==> src/rtl/expr_pkg.sv <==
// Shared definitions for the arithmetic-expression character stream:
// FSM state encoding, operator codes and the ASCII characters used on the wire.
package expr_pkg;

   typedef enum logic [3:0] {
      StIdle = 4'b0001,
      StDig  = 4'b0010,
      StOp   = 4'b0100,
      StTerm = 4'b1000
   } expr_state_e;

   localparam logic [1:0] OP_ADD = 2'b00;
   localparam logic [1:0] OP_SUB = 2'b01;
   localparam logic [1:0] OP_MUL = 2'b10;
   localparam logic [1:0] OP_DIV = 2'b11;

   localparam logic [7:0] ASCII_0     = 8'h30;
   localparam logic [7:0] ASCII_9     = 8'h39;
   localparam logic [7:0] ASCII_PLUS  = 8'h2B;
   localparam logic [7:0] ASCII_MINUS = 8'h2D;
   localparam logic [7:0] ASCII_STAR  = 8'h2A;
   localparam logic [7:0] ASCII_SLASH = 8'h2F;
   localparam logic [7:0] ASCII_EQ    = 8'h3D;

endpackage

==> src/rtl/expr_char_enc.sv <==
// Combinational character encoder: BCD digit or 2-bit operator code to ASCII.
// Digits above 9 saturate to "9" and raise bad_digit.
module expr_char_enc
   import expr_pkg::*;
(
   input  logic       is_op,
   input  logic [3:0] code,
   output logic [7:0] ascii,
   output logic       bad_digit
);

   always_comb begin
      ascii     = ASCII_0;
      bad_digit = 1'b0;
      if (is_op) begin
         unique case (code[1:0])
            OP_ADD:  ascii = ASCII_PLUS;
            OP_SUB:  ascii = ASCII_MINUS;
            OP_MUL:  ascii = ASCII_STAR;
            OP_DIV:  ascii = ASCII_SLASH;
            default: ascii = ASCII_PLUS;
         endcase
      end else if (code > 4'd9) begin
         ascii     = ASCII_9;
         bad_digit = 1'b1;
      end else begin
         ascii = ASCII_0 + {4'h0, code};
      end
   end

endmodule

==> src/rtl/expr_emit.sv <==
// Serialises a frame descriptor as "d op d ... d" ASCII over a valid/ready handshake.
// Define EXPR_EMIT_TERM_EN to append a trailing "=" that carries ch_last.
module expr_emit
   import expr_pkg::*;
#(
   parameter  int unsigned MAX_OPS = 8,
   localparam int unsigned LW      = $clog2(MAX_OPS + 1)
) (
   input  logic                 clk,
   input  logic                 clr,
   input  logic                 start,
   input  logic [LW-1:0]        len,
   input  logic [4*MAX_OPS-1:0] digits,
   input  logic [2*MAX_OPS-1:0] ops,
   output logic [7:0]           ch,
   output logic                 ch_valid,
   input  logic                 ch_ready,
   output logic                 ch_last,
   output logic                 busy,
   output logic                 done,
   output logic                 err
);

   expr_state_e          state_q, state_d;
   logic [LW-1:0]        idx_q, idx_d;
   logic [LW-1:0]        len_q, len_d;
   logic [4*MAX_OPS-1:0] digits_q, digits_d;
   logic [2*MAX_OPS-1:0] ops_q, ops_d;
   logic [7:0]           ch_q, ch_d;
   logic                 ch_valid_q, ch_valid_d;
   logic                 ch_last_q, ch_last_d;
   logic                 busy_q, busy_d;
   logic                 done_q, done_d;
   logic                 err_q, err_d;

   logic          hs;
   logic          last_idx;
   logic [LW-1:0] len_clamp;
   logic          load_char;
   logic          frame_end;
   logic          err_clr;
   logic          enc_is_op;
   logic [3:0]    enc_code;
   logic [3:0]    sel_dig;
   logic [1:0]    sel_op;
   logic [7:0]    enc_ascii;
   logic          enc_bad;

   assign hs        = ch_valid_q & ch_ready;
   assign last_idx  = (idx_q == len_q - LW'(1));
   assign len_clamp = (len > LW'(MAX_OPS)) ? LW'(MAX_OPS) : len;

   // Sequencing: load_char means a new character is presented next cycle.
   always_comb begin
      state_d   = state_q;
      idx_d     = idx_q;
      len_d     = len_q;
      digits_d  = digits_q;
      ops_d     = ops_q;
      busy_d    = busy_q;
      done_d    = 1'b0;
      load_char = 1'b0;
      frame_end = 1'b0;
      err_clr   = 1'b0;
      unique case (state_q)
         StIdle: begin
            if (start) begin
               len_d    = len_clamp;
               digits_d = digits;
               ops_d    = ops;
               idx_d    = '0;
               err_clr  = 1'b1;
               if (len_clamp == '0) begin
                  done_d = 1'b1;
               end else begin
                  state_d   = StDig;
                  busy_d    = 1'b1;
                  load_char = 1'b1;
               end
            end
         end
         StDig: begin
            if (hs) begin
               if (last_idx) begin
`ifdef EXPR_EMIT_TERM_EN
                  state_d   = StTerm;
                  load_char = 1'b1;
`else
                  state_d   = StIdle;
                  frame_end = 1'b1;
`endif
               end else begin
                  state_d   = StOp;
                  load_char = 1'b1;
               end
            end
         end
         StOp: begin
            if (hs) begin
               idx_d     = idx_q + LW'(1);
               state_d   = StDig;
               load_char = 1'b1;
            end
         end
`ifdef EXPR_EMIT_TERM_EN
         StTerm: begin
            if (hs) begin
               state_d   = StIdle;
               frame_end = 1'b1;
            end
         end
`endif
         default: state_d = StIdle;
      endcase
      if (frame_end) begin
         busy_d = 1'b0;
         done_d = 1'b1;
      end
   end

   // Encoder looks at the next-cycle slot so ch is registered without a bubble.
   always_comb begin
      sel_dig = '0;
      sel_op  = '0;
      for (int unsigned i = 0; i < MAX_OPS; i++) begin
         if (idx_d == LW'(i)) begin
            sel_dig = digits_d[4*i +: 4];
            sel_op  = ops_d[2*i +: 2];
         end
      end
      enc_is_op = (state_d == StOp);
      enc_code  = enc_is_op ? {2'b00, sel_op} : sel_dig;
   end

   expr_char_enc u_enc (
      .is_op     (enc_is_op),
      .code      (enc_code),
      .ascii     (enc_ascii),
      .bad_digit (enc_bad)
   );

   always_comb begin
      ch_d       = ch_q;
      ch_valid_d = ch_valid_q;
      ch_last_d  = ch_last_q;
      err_d      = err_clr ? 1'b0 : err_q;
      if (load_char) begin
         ch_valid_d = 1'b1;
         ch_d       = enc_ascii;
         ch_last_d  = 1'b0;
         if (state_d == StDig) begin
            err_d = err_d | enc_bad;
`ifndef EXPR_EMIT_TERM_EN
            ch_last_d = (idx_d == len_d - LW'(1));
`endif
         end
`ifdef EXPR_EMIT_TERM_EN
         if (state_d == StTerm) begin
            ch_d      = ASCII_EQ;
            ch_last_d = 1'b1;
         end
`endif
      end else if (frame_end) begin
         ch_d       = '0;
         ch_valid_d = 1'b0;
         ch_last_d  = 1'b0;
      end
   end

   always_ff @(posedge clk or posedge clr) begin
      if (clr) begin
         state_q    <= StIdle;
         idx_q      <= '0;
         len_q      <= '0;
         digits_q   <= '0;
         ops_q      <= '0;
         ch_q       <= '0;
         ch_valid_q <= 1'b0;
         ch_last_q  <= 1'b0;
         busy_q     <= 1'b0;
         done_q     <= 1'b0;
         err_q      <= 1'b0;
      end else begin
         state_q    <= state_d;
         idx_q      <= idx_d;
         len_q      <= len_d;
         digits_q   <= digits_d;
         ops_q      <= ops_d;
         ch_q       <= ch_d;
         ch_valid_q <= ch_valid_d;
         ch_last_q  <= ch_last_d;
         busy_q     <= busy_d;
         done_q     <= done_d;
         err_q      <= err_d;
      end
   end

   assign ch       = ch_q;
   assign ch_valid = ch_valid_q;
   assign ch_last  = ch_last_q;
   assign busy     = busy_q;
   assign done     = done_q;
   assign err      = err_q;

endmodule

==> config.mk <==
export PLATFORM = sky130hd
export DESIGN_NAME = expr_emit
export DESIGN_NICKNAME = d
export VERILOG_FILES = /design/src/rtl/expr_pkg.sv /design/src/rtl/expr_char_enc.sv /design/src/rtl/expr_emit.sv
export SDC_FILE = /design/constraint.sdc
export NUM_CORES = 1
export LEC_CHECK = 0
export ABC_AREA = 1
export ABC_CLOCK_PERIOD_IN_PS = 2530
export CORE_MARGIN = 10
export CORE_UTILIZATION = 30
export DETAILED_ROUTE_END_ITERATION = 10
export HOLD_SLACK_MARGIN = 0.12
export PLACE_DENSITY = 0.61
export SETUP_SLACK_MARGIN = 0.4
export SYNTH_ARGS = -nofsm -noshare
export SYNTH_HDL_FRONTEND = slang
export SYNTH_SLANG_ARGS = --single-unit
==> constraint.sdc <==
create_clock -name clk -period 2.53 [get_ports clk]
set_clock_uncertainty 0.05 [all_clocks]
set_input_delay 0.253 -clock clk [delete_from_list [all_inputs] [get_ports clk]]
set_output_delay 0.253 -clock clk [all_outputs]
set_load 0.03 [all_outputs]
== Word level (Yosys, flattened, before mapping) ==
Index checks and enable logic that the tools add are counted.
Widths: inputs -> output; s select.

* Register bits after elaboration: 73
* Input port bits: 56
* Output and inout port bits: 13
* Logic and storage cells: 110

* Add/sub/neg operators: 4
* $lt $le $gt $ge: 2
* Equality and inequality tests: 18
* Muxes and demuxes: 66
* Bitwise logic cells: 2
* Reduce and logical (&&, ||, !) cells: 7

{| class="wikitable"
|+ Operators with widths
! kind !! count
|-
| $mux 4 || 18
|-
| $mux 32 || 2
|-
| $mux 16 || 2
|-
| $mux 8 || 4
|-
| $pmux 8 s4 || 1
|-
| $mux 1 || 27
|-
| $eq 4x3->1 const B || 6
|-
| $eq 4x2->1 const B || 4
|-
| $mux 2 || 8
|-
| $pmux 4 s3 || 1
|-
| $eq 4x1->1 const B || 2
|-
| $eq 4x4->1 || 2
|-
| $gt 4x4->1 const B || 2
|-
| $logic_not 4->1 || 2
|-
| $pmux 4 s2 || 1
|-
| $sub 4x1->4 const B || 2
|-
| $add 6x4->7 const A || 1
|-
| $reduce_bool 2->1 || 3
|-
| $add 4x1->4 const B || 1
|-
| $eq 2x2->1 const B || 2
|-
| $mux 3 || 1
|-
| $pmux 1 s3 || 1
|-
| $reduce_and 3->1 || 1
|-
| $eq 2x1->1 const B || 1
|-
| other kinds (4) || 4
|}

== Depth between registers and ports, before layout ==
* Word-level depth: 19
* Gate-level depth with buffers: 18
* Gate-level depth less buffers: 18

== Cells and area by module ==
A second synthesis with hierarchy kept.

* Cells, all modules: 481
* Area, all modules: 3842.4 sq um

{| class="wikitable"
|+ By module, submodules not included
! module !! instances !! cells an instance !! area an instance (sq um) !! seq. area each (sq um)
|-
| expr_emit || 1 || 458 || 3739.8 || 1828.0
|-
| expr_char_enc || 1 || 23 || 102.6 || 0.0
|}

== Worst setup path after synthesis ==
No wires, ideal clock.

* Path kind: reg-to-reg
* Start: register state_q[0]
* End: register ch_last_q (netlist: ch_last)
* Library setup time: 121 ps
* Data arrival time: 2144 ps
* Data required time: 2359 ps
* Slack: 215 ps
* Cell stages (with the launch flop): 12
* Path buffers: 0
* Clock period less this slack: 2315 ps
* Cell sequence: dfstp_2 > inv_2 > nor2_2 > nand3_4 > or2_1 > o22ai_1 > inv_1 > ha_1 > xor2_1 > o21ai_0 > a21oi_1 > a22o_1

* Longest elaborated chain between the ends: 6
* Elaborated cells between the ends (all ways): 18
* Those cells by class: 1 x add/sub; 5 x eq/ne; 11 x mux; 1 x reduce/logical

{| class="wikitable"
|+ Ends and longest elaborated chain
! element !! RTL line !! text
|-
| start: declaration || expr_emit.sv:24 || <nowiki>expr_state_e state_q, state_d;</nowiki>
|-
| start signal: assignment || expr_emit.sv:172 || <nowiki>state_q <= StIdle;</nowiki>
|-
| start signal: assignment || expr_emit.sv:184 || <nowiki>state_q <= state_d;</nowiki>
|-
| $eq 4x1->1 || expr_emit.sv:65 || <nowiki>unique case (state_q)</nowiki>
|-
| $mux 4 || expr_emit.sv:65 ||
|-
| net len_d[1] || expr_emit.sv:26 || <nowiki>logic [LW-1:0] len_q, len_d;</nowiki>
|-
| $sub 4x1->4 || expr_emit.sv:154 || <nowiki>ch_last_d = (idx_d == len_d - LW'(1));</nowiki>
|-
| $eq 4x4->1 || expr_emit.sv:154 ||
|-
| $mux 1 || expr_emit.sv:151 || <nowiki>if (state_d == StDig) begin</nowiki>
|-
| $mux 1 || expr_emit.sv:147 || <nowiki>if (load_char) begin</nowiki>
|-
| end signal: assignment || expr_emit.sv:191 || <nowiki>ch_last_q <= ch_last_d;</nowiki>
|-
| end: declaration || expr_emit.sv:31 || <nowiki>logic ch_last_q, ch_last_d;</nowiki>
|}

The timed path passes the listed nets, and every way through them passes these cells.
A chain may end at the register's enable or synchronous reset.

== Final worst setup path ==
* Start: register state_q[0]
* End: register ch_q[0] (netlist: ch[0])

* Longest elaborated chain between the ends: 16
* Elaborated cells between the ends (all ways): 50
* Those cells by class: 1 x add/sub; 1 x order compare; 14 x eq/ne; 31 x mux; 3 x reduce/logical

{| class="wikitable"
|+ Ends and longest elaborated chain
! element !! RTL line !! text
|-
| $eq 4x3->1 / $eq 4x1->1 (equally long branches) || expr_emit.sv:65 ||
|-
| $pmux 4 s2 (*) || expr_emit.sv:65 ||
|-
| net idx_d[3] || expr_emit.sv:25 || <nowiki>logic [LW-1:0] idx_q, idx_d;</nowiki>
|-
| $logic_not 4->1 || expr_emit.sv:126 || <nowiki>if (idx_d == LW'(i)) begin</nowiki>
|-
| $mux 4 / $mux 2 (equally long branches) (8 in series) || expr_emit.sv:126 ||
|-
| $mux 4 (*) || expr_emit.sv:132 || <nowiki>enc_code = enc_is_op ? {2'b00, sel_op} : sel_dig;</nowiki>
|-
| $add 6x4->7, or another cell as far along || expr_char_enc.sv:27 || <nowiki>ascii = ASCII_0 + {4'h0, code};</nowiki>
|-
| $mux 8 / $pmux 8 s4 (equally long branches) || expr_char_enc.sv:23, expr_char_enc.sv:16 ||
|-
| $mux 8 (*) || expr_char_enc.sv:15 || <nowiki>if (is_op) begin</nowiki>
|-
| $mux 8 (*) || expr_emit.sv:147 ||
|-
| end signal: assignment || expr_emit.sv:189 || <nowiki>ch_q <= ch_d;</nowiki>
|-
| end: declaration || expr_emit.sv:29 || <nowiki>logic [7:0] ch_q, ch_d;</nowiki>
|}

The timed path passes the listed nets; every way through them passes the cells marked *. The select of a mux whose other input is x is not followed.

==> results.sh <==
export IMPL_synthCells=464
export IMPL_core_area_um2=12110
export IMPL_cts_max_level=3
export IMPL_final_max_slew_viol_count=0
export IMPL_muxShareOfSynthArea=0.01073
export IMPL_min_path_type="input pin to async pin"
export IMPL_syn_area_um2=3730
export IMPL_arrival_ns=2.61
export IMPL_dr_pass1_iters=4
export IMPL_ir_drop_mv=0.3236
export IMPL_synth_top_family_by_area="simple AND/OR/NAND/NOR gates"
export IMPL_vias=3358
export IMPL_place_ws_ns=-0.03724
export IMPL_seq_power_share=0.389
export IMPL_numCtsBuffers=9
export IMPL_postSynthAreaPerCell_um2=8.038
export IMPL_slowest_delay_ns=0.53
export IMPL_ys_seq_area_frac=0.4700
export IMPL_fmax_mhz=417.6
export IMPL_start_kind="register"
export IMPL_cp_end_kind="register"
export IMPL_cts_sinks=70
export IMPL_ioPinCount=69
export IMPL_critPathTopFamily="simple AND/OR/NAND/NOR gates"
export IMPL_antenna_found_initial=0
export IMPL_cp_max_fo=8
export IMPL_crit_top_cell="nand2_1"
export IMPL_clk_latency_ns=0.32
export IMPL_overflow=0
export IMPL_dp_hpwl_um=7985
export IMPL_status="finished, final reports clean"
export IMPL_floorplan_rows=40
export IMPL_synthSimpleGateAreaFrac=0.3529
export IMPL_fp_dieH_um=131.5
export IMPL_wl_per_cell_um=14.58
export IMPL_grt_pass1_wl_um=17880
export IMPL_synth_compound_area_frac=0.06307
export IMPL_critPathRequiredTime_ns=2.74
export IMPL_cap_violations=0
export IMPL_layout_drive_gt1_share=0.2257
export IMPL_p_comb_frac=0.315
export IMPL_grt_pass1_vias=3584
export IMPL_clkSlewWorstSetupHoldPaths_ns=0.06
export IMPL_crit_type="register to register"
export IMPL_wirelength_um=10850
export IMPL_swShare=0.3204
export IMPL_ant_nets=0
export IMPL_final_cell_mix="nand2_1 (166), dfrtp_1 (69), clkdlybuf4s50_1 (66)"
export IMPL_synthXorXnorAreaFrac=0.02113
export IMPL_grtUsageTotal=0.1256
export IMPL_avgViaCountPerCell=4.513
export IMPL_initial_core_util=0.3080
export IMPL_total_power_mw=3.871
export IMPL_antenna_cells=0
export IMPL_hold_violations=0
export IMPL_worst_path_max_delay_cell="dfstp_2"
export IMPL_rsz0062_at_grt="true"
export IMPL_drc_errors=0
export IMPL_final_common_cell="nand2_1"
export IMPL_finalCritPeriodShare=0.9464
export IMPL_crit_buf_inv=2
export IMPL_syn_to_final_growth_pct=44.75
export IMPL_finalSetupViolCount=0
export IMPL_clkPwrFrac=0.296
export IMPL_dieArea_um2=17290
export IMPL_place_gp_congestion=0.8418
export IMPL_die_w_um=131.5
export IMPL_io_buffers=66
export IMPL_cp_cell_sequence="inv_2 -> nor2_4 -> nand3_4 -> nand3_4 -> nand2_4 -> nor2_4 -> buf_6 -> nand3_1 -> nand3_1 -> nor2_1 -> nand4_1 -> nand2_1 -> nand3_1 -> nand2_1 -> nand2_1 -> nand2_1 -> nand2_1"
export IMPL_clockBufferDepth=2
export IMPL_leakagePower_nw=2.608
export IMPL_power_internal_mw=2.631
export IMPL_cts_root_buf="clkbuf_16"
export IMPL_worst_slack_ns=0.1355
export IMPL_synth_seq_cells=70
export IMPL_synthAdderAreaFrac=0.01006
export IMPL_final_nets=631
export IMPL_yosysWarningCount=0
export IMPL_grt_max_degree=36
export IMPL_synth_cell_types=43
export IMPL_p_switching_mw=1.240
export IMPL_drtIter0Drc=169
export IMPL_period_minus_slack_ns=2.394
export IMPL_powerDensity_nw_per_um2=716.9
export IMPL_cts_tree="done"
## cells by family (layout without fill, tap and decap cells)
group           after synthesis  after routing
buf+inv                      62            171
xor+xnor                      9              9
flops                        70             70
other cells                   1              3
mux                           4              4
fa+ha+maj                     3              3
simple gates                276            277
compound gates               39             39
## final timing paths
kind | start | end | slack, ns | cells past startpoint
min reg2reg | digits_q[8] | digits_q[8] | 0.43 | 2
min | clr | done | 0.16 | 2
min in group clk | digits_q[8] | digits_q[8] | 0.43 | 2
max reg2reg | state_q[0] | ch[0] | 0.14 | 17
max in group asynchronous | clr | digits_q[0] | 1.66 | 3
max | state_q[0] | ch[0] | 0.14 | 17
## synthesized netlist by cell type, drive strengths merged
library cell	instances	area, um2
a21oi	10	53.80
a22o	1	8.760
a31oi	1	6.260
and2	4	30.03
buf	14	85.08
conb	1	3.750
dfrtp	69	1727
dfstp	1	26.28
ha	3	37.54
inv	48	180.2
mux2i	4	40.04
nand2	177	684.4
nand3	35	232.7
nand4	8	62.56
nor2	38	212.7
nor3	4	31.28
nor4	1	6.260
o211ai	1	7.510
o21a	1	7.510
o21ai	20	111.4
o21bai	2	15.01
o22ai	3	25.02
or2	9	56.30
xnor2	4	35.03
xor2	5	43.79
## metal layers
| layer | track usage | wire length [um] | vias up |
|---|---|---|---|
| li1 | - | - | 1674 |
| met1 | 0.1532 | 4742 | 1582 |
| met2 | 0.2095 | 5344 | 84 |
| met3 | 0.03354 | 548 | 18 |
| met4 | 0.04203 | 214 | 0 |
| met5 | 0 | 0 | - |
## stage by stage
stage / util / setup TNS [ns] / cells / cell area [um2] / hold slack, ns
after global routing: 0.4458 / -0.01107 / 744 / 5399 / 0.1892
after CTS: 0.4349 / 0 / 738 / 5268 / 0.1704
after global placement: 0.3921 / 0 / 710 / 4750 / 0.4142
after detailed placement: 0.3921 / -0.07613 / 710 / 4750 / 0.4152
after floorplan: - / 0 / 466 / 3759 / 0.3310
final: 0.4458 / 0 / 744 / 5399 / 0.1610
## cell type report
type | count | area [um2]
fill | 1220 | 6713
multi-input combinational | 335 | 1924
clock inverter | 1 | 5.005
timing repair buffer | 108 | 1057
tap | 168 | 210.2
inverter | 48 | 185.2
sequential | 70 | 1753
clock buffer | 14 | 264.0
## flip-flops by register name (all words and copies together) (netlist names)
register  cells
digits_q     32
ops_q        16
ch            6
len_q         4
done          1
busy          1
err           1
idx_q         4
ch_last       1
state_q       4
## power groups by stage
stage | Sequential, mW | Combinational, mW | Clock, mW
6_report | 1.51 | 1.22 | 1.15
4_1_cts | 1.51 | 1.19 | 1.16
2_1_floorplan | 1.58 | 0.609 | 0
3_5_place_dp | 1.52 | 1.11 | 0
3_3_place_gp | 1.51 | 1.09 | 0
5_1_grt | 1.53 | 1.35 | 1.22
## timing repair
action,CTS,global route
cloned,2,0
buffers inserted,11,6
pin swaps,23,12
setup endpoints to repair,6,7
resized for setup,25,22
hold buffers,0,0
Power figures use the tool's default switching activity.
